--- src/rtl/ext_pcpi_core_pkg.sv ---
// Shared constants for the ext_pcpi_core PCPI multiplier: opcode, FSM codes,
// and partial-product sequencing helpers.
package ext_pcpi_core_pkg;

    localparam logic [6:0] OPCODE_CUSTOM0 = 7'b0001011;

    localparam logic [2:0] ST_IDLE = 3'b000;
    localparam logic [2:0] ST_CALC = 3'b001;
    localparam logic [2:0] ST_DONE = 3'b010;

    localparam int unsigned PP_COUNT = 4;

    typedef logic [$clog2(PP_COUNT)-1:0] pp_idx_t;

    // Left shift applied to each partial product: lo*lo, lo*hi, hi*lo, hi*hi.
    function automatic logic [4:0] pp_shift(input pp_idx_t idx);
        case (idx)
            2'd0:    pp_shift = 5'd0;
            2'd3:    pp_shift = 5'd16;
            default: pp_shift = 5'd8;
        endcase
    endfunction

endpackage

--- src/rtl/ext_pcpi_core_mul8x8.sv ---
// pcpi_mul8x8: combinational 8x8 -> 16-bit multiplier; approx=1 zeroes
// bits [1:0] of both operands before multiplying.
module pcpi_mul8x8 (
    input  logic        approx,
    input  logic [7:0]  a,
    input  logic [7:0]  b,
    output logic [15:0] p
);

    logic [7:0] a_eff;
    logic [7:0] b_eff;

    assign a_eff = approx ? {a[7:2], 2'b00} : a;
    assign b_eff = approx ? {b[7:2], 2'b00} : b;
    assign p     = 16'(a_eff) * 16'(b_eff);

endmodule

--- src/rtl/ext_pcpi_core.sv ---
// ext_pcpi_core: PCPI co-processor computing a 16x16 unsigned product with one
// shared 8x8 multiplier over four cycles. Define APPROX_MUL_EN for approximate mode.
module ext_pcpi_core
    import ext_pcpi_core_pkg::*;
(
    input  logic        clk,
    input  logic        resetn,
    input  logic        pcpi_valid,
    input  logic [31:0] pcpi_insn,
    input  logic [31:0] pcpi_rs1,
    input  logic [31:0] pcpi_rs2,
    output logic        pcpi_ready,
    output logic [31:0] pcpi_rd,
    output logic        pcpi_wait,
    output logic        pcpi_wr
);

    logic [2:0]  state;
    pp_idx_t     cnt;
    logic [15:0] op_a;
    logic [15:0] op_b;
    logic [31:0] acc;

    logic [7:0]  mul_a;
    logic [7:0]  mul_b;
    logic        mul_approx;
    logic [15:0] pp;
    logic [31:0] acc_next;
    logic        accept;

    assign accept = pcpi_valid && (pcpi_insn[6:0] == OPCODE_CUSTOM0);

    // cnt bit 1 selects the high byte of A, bit 0 the high byte of B.
    assign mul_a = cnt[1] ? op_a[15:8] : op_a[7:0];
    assign mul_b = cnt[0] ? op_b[15:8] : op_b[7:0];

`ifdef APPROX_MUL_EN
    assign mul_approx = (cnt != 2'd0);
`else
    assign mul_approx = 1'b0;
`endif

    pcpi_mul8x8 u_mul (
        .approx (mul_approx),
        .a      (mul_a),
        .b      (mul_b),
        .p      (pp)
    );

    assign acc_next = acc + ({16'd0, pp} << pp_shift(cnt));

    // NOTE: all state uses non-blocking assignments so every register samples
    // pre-edge values; blocking here would chain updates within one edge.
    always_ff @(posedge clk or negedge resetn) begin
        if (!resetn) begin
            state      <= ST_IDLE;
            cnt        <= '0;
            op_a       <= '0;
            op_b       <= '0;
            acc        <= '0;
            pcpi_ready <= 1'b0;
            pcpi_wr    <= 1'b0;
            pcpi_wait  <= 1'b0;
            pcpi_rd    <= '0;
        end else begin
            case (state)
                ST_IDLE: begin
                    if (accept) begin
                        op_a      <= pcpi_rs1[15:0];
                        op_b      <= pcpi_rs2[15:0];
                        acc       <= '0;
                        cnt       <= '0;
                        pcpi_wait <= 1'b1;
                        state     <= ST_CALC;
                    end
                end
                ST_CALC: begin
                    acc <= acc_next;
                    cnt <= cnt + 2'd1;
                    if (cnt == pp_idx_t'(PP_COUNT - 1)) begin
                        state      <= ST_DONE;
                        pcpi_wait  <= 1'b0;
                        pcpi_ready <= 1'b1;
                        pcpi_wr    <= 1'b1;
                        pcpi_rd    <= acc_next;
                    end
                end
                ST_DONE: begin
                    state      <= ST_IDLE;
                    pcpi_ready <= 1'b0;
                    pcpi_wr    <= 1'b0;
                    pcpi_rd    <= '0;
                end
                default: begin
                    state      <= ST_IDLE;
                    cnt        <= '0;
                    pcpi_ready <= 1'b0;
                    pcpi_wr    <= 1'b0;
                    pcpi_wait  <= 1'b0;
                    pcpi_rd    <= '0;
                end
            endcase
        end
    end

endmodule

--- config.mk ---
export PLATFORM = sky130hd
export DESIGN_NAME = ext_pcpi_core
export DESIGN_NICKNAME = d
export VERILOG_FILES = /design/src/rtl/ext_pcpi_core_pkg.sv /design/src/rtl/ext_pcpi_core_mul8x8.sv /design/src/rtl/ext_pcpi_core.sv
export SDC_FILE = /design/constraint.sdc
export NUM_CORES = 1
export LEC_CHECK = 0
export ABC_AREA = 1
export CELL_PAD_IN_SITES_DETAIL_PLACEMENT = 0
export CELL_PAD_IN_SITES_GLOBAL_PLACEMENT = 2
export CORE_MARGIN = 4
export CORE_UTILIZATION = 29
export CTS_BUF_LIST = sky130_fd_sc_hd__clkbuf_2 sky130_fd_sc_hd__clkbuf_4 sky130_fd_sc_hd__clkbuf_8
export DETAILED_ROUTE_END_ITERATION = 8
export PLACE_DENSITY_LB_ADDON = 0.2
export SKIP_CTS_REPAIR_TIMING = 1
export SYNTH_ARGS = -nofsm -noshare
export SYNTH_HDL_FRONTEND = slang
export SYNTH_SLANG_ARGS = --single-unit
--- constraint.sdc ---
create_clock -name clk -period 5.65 [get_ports clk]
set_input_delay 1.13 -clock clk [delete_from_list [all_inputs] [get_ports clk]]
set_output_delay 1.13 -clock clk [all_outputs]
set_load 0.05 [all_outputs]
==> impl_metrics.prom <==
# TYPE chip_impl_metric gauge
chip_impl_metric{name="clock_skew",unit="ns"} 0.0226
chip_impl_metric{name="dieHeight",unit="um"} 177
chip_impl_metric{name="drt_first_iter_violations",unit=""} 422
chip_impl_metric{name="static-leakage-power",unit="nW"} 6.14
chip_impl_metric{name="powerDensity",unit="nW/um^2"} 715
chip_impl_metric{name="grt_start_max_net_pins",unit=""} 53
chip_impl_metric{name="final.min_clock_period",unit="ns"} 6.20
chip_impl_metric{name="max_cap_viol_count",unit=""} 0
chip_impl_metric{name="syn_area",unit="um^2"} 8290
chip_impl_metric{name="syn_inst",unit=""} 1128
chip_impl_metric{name="report.final.setup_viol",unit=""} 50
chip_impl_metric{name="total_power",unit="mW"} 9.00
chip_impl_metric{name="final_max_slew_violation_count",unit=""} 0
chip_impl_metric{name="ys.warnings.count",unit=""} 0
chip_impl_metric{name="seq_area_frac_synth",unit="%"} 30.8
chip_impl_metric{name="dp_hpwl",unit="um"} 21800
chip_impl_metric{name="synth-seq-cells",unit=""} 102
chip_impl_metric{name="die_w",unit="um"} 177
chip_impl_metric{name="post_route_worst_setup_slack",unit="ns"} -0.550
chip_impl_metric{name="fin_hold_ws",unit="ns"} 0.483
chip_impl_metric{name="vias",unit=""} 8143
chip_impl_metric{name="std_cell_rows",unit=""} 61
chip_impl_metric{name="place_congestion",unit=""} 0.885
chip_impl_info{name="setup.worst_path.class",value="reg2reg"} 1
chip_impl_metric{name="hold_viol_final",unit=""} 0
chip_impl_metric{name="post_synthesis_mux_area_share",unit="%"} 0.483
chip_impl_info{name="layout.cells.most_common_list",value="sky130_fd_sc_hd__nand2_1 (306), sky130_fd_sc_hd__buf_4 (187), sky130_fd_sc_hd__inv_1 (105)"} 1
chip_impl_info{name="min-delay-path-class",value="reg2reg"} 1
chip_impl_metric{name="critical_path.max_stage_delay",unit="ns"} 0.53
chip_impl_info{name="setup.worst_path.start_class",value="flip-flop"} 1
chip_impl_info{name="regToRegEndpoint",value="pcpi_rd[31]"} 1
chip_impl_metric{name="grt_first_pass_wirelength",unit="um"} 43300
chip_impl_metric{name="clock-sinks",unit=""} 102
chip_impl_info{name="cpMostUsedCell",value="sky130_fd_sc_hd__buf_4"} 1
chip_impl_metric{name="cts_buffers",unit=""} 9
chip_impl_info{name="failed_checks",value="setup timing"} 1
chip_impl_metric{name="placement.io_buffers",unit=""} 76
chip_impl_metric{name="arithmetic_cell_share_of_the_synthesized_area_counting_full_adders_half_adders_and_majority_gates",unit="%"} 19.2
chip_impl_metric{name="crit_fanout",unit=""} 8
chip_impl_metric{name="initial_utilization",unit="%"} 29.6
chip_impl_metric{name="mappedNetlistNets",unit=""} 1332
chip_impl_metric{name="instances_no_fill",unit=""} 1772
chip_impl_metric{name="first_global_vias",unit=""} 7929
chip_impl_metric{name="floorplan.die_area",unit="um^2"} 31300
chip_impl_info{name="root_buffer",value="sky130_fd_sc_hd__clkbuf_8"} 1
chip_impl_metric{name="number_of_antenna_violations_at_the_first_check_in_global_routing",unit=""} 0
chip_impl_metric{name="drc_errors",unit=""} 0
chip_impl_info{name="final_common_cell",value="sky130_fd_sc_hd__nand2_1"} 1
chip_impl_metric{name="detailedRoute.firstPassIterationCount",unit=""} 5
chip_impl_metric{name="route.final.wire_length",unit="um"} 27400
chip_impl_metric{name="layout-drive-gt1-share",unit="%"} 36.3
chip_impl_metric{name="detail_route.wl_per_cell",unit="um"} 15.4
chip_impl_metric{name="relative_slew_margins",unit="%"} 35.0
chip_impl_metric{name="power.ir.vdd_worst",unit="mV"} 0.333
chip_impl_metric{name="achievable-frequency",unit="MHz"} 161
chip_impl_metric{name="worst_pin_slew",unit="ns"} 0.974
chip_impl_metric{name="clock_pin_transition_on_the_worst_setup_and_hold_timing_paths",unit="ns"} 0.10
chip_impl_metric{name="synth_cell_type_count",unit=""} 42
chip_impl_metric{name="antennaDiodeCount",unit=""} 0
chip_impl_metric{name="area_added_between_synthesis_and_finish",unit="%"} 51.9
chip_impl_metric{name="nFillCells",unit=""} 2898
chip_impl_metric{name="ant_nets",unit=""} 0
chip_impl_metric{name="htree_levels",unit=""} 3
chip_impl_metric{name="rrSetupSlack",unit="ns"} -0.55
chip_impl_info{name="timing.critical_path.from",value="cnt[0]"} 1
chip_impl_metric{name="dpl.cell_count",unit=""} 1735
chip_impl_metric{name="grt_remaining_overflow",unit=""} 0
chip_impl_metric{name="io_pins",unit=""} 134
chip_impl_info{name="hold-path-endpoint",value="op_a[8]"} 1
chip_impl_metric{name="synthesis.area_per_instance",unit="um^2"} 7.35
chip_impl_metric{name="synthXorXnorAreaFrac",unit="%"} 1.16
chip_impl_info{name="main_combinational_cell_family_by_area_after_synthesis",value="simple AND/OR/NAND/NOR gates"} 1
chip_impl_metric{name="worst_hold_path.num_cells",unit=""} 2
chip_impl_metric{name="post_synth_and_or_nand_nor_area_fraction",unit="%"} 28.6
chip_impl_info{name="status",value="finished with violations"} 1
chip_impl_info{name="hp-start",value="op_a[8]"} 1
chip_impl_metric{name="timing.critical_path.arrival",unit="ns"} 6.52
chip_impl_info{name="unrepaired_setup_endpoints_after_global_routing",value="yes"} 1
chip_impl_info{name="endpoint_kind",value="flip-flop"} 1
chip_impl_metric{name="synth_compound_gate_area_share",unit="%"} 12.4
chip_impl_info{name="tritoncts_clock_tree",value="built"} 1
chip_impl_metric{name="worst-r2r-cell-count",unit=""} 31
chip_impl_metric{name="timing.critical_path.required",unit="ns"} 5.97
chip_impl_metric{name="final_net_count",unit=""} 1593
chip_impl_metric{name="layout_worst_path_cycle_share",unit="%"} 110
chip_impl_metric{name="groute.usage.overall",unit="%"} 17.7
chip_impl_metric{name="maximum_buffer_depth_of_the_clock_tree",unit=""} 2
chip_impl_metric{name="worst_skew_pair.late_latency",unit="ns"} 0.40
chip_impl_info{name="rr_startpoint",value="cnt[0]"} 1
chip_impl_info{name="cp_slowest_cell",value="sky130_fd_sc_hd__fa_1"} 1
chip_impl_metric{name="vias_per_cell",unit=""} 4.60
chip_impl_metric{name="core_area",unit="um^2"} 28000
state kept, by name (all words and copies together), names as in the netlist:
| name | count |
|---|---|
| state | 2 |
| cnt | 2 |
| acc | 32 |
| pcpi_wr | 1 |
| op_a | 16 |
| pcpi_wait | 1 |
| pcpi_rd | 32 |
| op_b | 16 |
through the flow:
step	utilization (%)	instance area (um^2)	TNS, ns	worst slack, ns
6_report	44.9	12600	-17.38	-0.550
4_1_cts	40.3	11300	-33.66	-0.843
5_1_grt	44.9	12600	-31.97	-0.805
2_1_floorplan	-	8640	-0.0286	-0.0286
3_3_place_gp	39.7	11100	-33.10	-0.827
3_5_place_dp	39.7	11100	-33.25	-0.836
logic make-up (layout without fill, tap and decap cells):
group / count (synthesis) / in the layout
flops: 102 / 102
fa+ha+maj: 105 / 105
compound gates: 184 / 184
simple gates: 570 / 570
buf+inv: 152 / 418
mux: 4 / 4
xor+xnor: 11 / 11
critical path, delay by kind of cell, from the launching register on:
kind / cells / cell delay [ns]
adders and majority gates: 6 / 2.58
xor gates and xnor gates: 1 / 0.21
and+or+nand+nor: 11 / 1.15
AOI/OAI and AO/OA: 3 / 0.56
DFF: 1 / 0.46
buffers and inverters: 10 / 1.16
cells in the mapped netlist:
library cell                instances  area, um^2
sky130_fd_sc_hd__mux2i_1            4        40.0
sky130_fd_sc_hd__nor3_2             1        10.0
sky130_fd_sc_hd__o211ai_1           1        7.51
sky130_fd_sc_hd__fa_1              37         741
sky130_fd_sc_hd__o21ai_0           64         320
sky130_fd_sc_hd__clkbuf_2           2        10.0
sky130_fd_sc_hd__buf_4              4        30.0
sky130_fd_sc_hd__nand2_1          346        1300
sky130_fd_sc_hd__nor2_2             2        12.5
sky130_fd_sc_hd__nand3_2            2        20.0
sky130_fd_sc_hd__or2_0              1        6.26
sky130_fd_sc_hd__xnor2_1            4        35.0
sky130_fd_sc_hd__buf_6              1        11.3
sky130_fd_sc_hd__nand2_2            4        25.0
sky130_fd_sc_hd__nand3_1           46         230
sky130_fd_sc_hd__o22ai_1            5        31.3
sky130_fd_sc_hd__nor2_1           114         428
sky130_fd_sc_hd__o2111ai_1          1        8.76
sky130_fd_sc_hd__and3_1             1        6.26
sky130_fd_sc_hd__or2_2             25         156
sky130_fd_sc_hd__or2_1              1        6.26
sky130_fd_sc_hd__o21ai_2           10        87.6
sky130_fd_sc_hd__xor2_1             7        61.3
sky130_fd_sc_hd__o21ai_1           23         115
sky130_fd_sc_hd__a21oi_1           57         285
sky130_fd_sc_hd__nand3b_1           4        30.0
sky130_fd_sc_hd__dfrtp_1          102        2550
sky130_fd_sc_hd__clkbuf_1           7        26.3
sky130_fd_sc_hd__and2_0             1        6.26
sky130_fd_sc_hd__o21bai_1           1        7.51
sky130_fd_sc_hd__ha_1              68         851
sky130_fd_sc_hd__a31oi_1            5        31.3
sky130_fd_sc_hd__a21oi_2            3        26.3
sky130_fd_sc_hd__nand4_1           10        62.6
sky130_fd_sc_hd__nor2_4             1        11.3
sky130_fd_sc_hd__nor4_1             3        18.8
sky130_fd_sc_hd__nor3_1             8        40.0
sky130_fd_sc_hd__o21a_1             3        22.5
sky130_fd_sc_hd__inv_1            125         469
sky130_fd_sc_hd__clkinv_1           1        3.75
sky130_fd_sc_hd__a21o_1            11        82.6
sky130_fd_sc_hd__buf_2             12        60.1
layer usage:
layer	vias to the layer above	routed length, um	global-route usage (%)
met1	3837	14800	28.2
met3	7	952	2.73
met5	-	0	0
met4	0	161	2.42
li1	4174	-	-
met2	125	11400	25.6
cell type report:
type	count	area, um^2	area share [%]
clock buffer	9	124	0.984
clock inverter	7	56.3	0.447
inverter	126	485	3.86
multi-input combinational	874	6540	51.9
sequential	102	2550	20.3
tap	378	473	3.76
timing repair buffer	276	2360	18.7
worst max-delay path by stage:
stage	endpoint	slack, ns	cells after the start
5_1_grt	pcpi_rd[31]	-0.81	35
3_5_place_dp	pcpi_rd[17]	-0.84	29
3_3_place_gp	pcpi_rd[31]	-0.83	30
6_report	pcpi_rd[31]	-0.55	31
2_1_floorplan	pcpi_rd[23]	-0.03	33
4_1_cts	pcpi_rd[17]	-0.84	31
power breakdown:
part	internal [mW]	switching (mW)	total (mW)	leakage, nW
clock	0.168	0.302	0.470	0.0963
sequential	0.935	0.166	1.10	1.35
combinational	3.36	4.06	7.42	4.69
total	4.47	4.53	9.00	6.14
(Power assumes the default switching activity.)
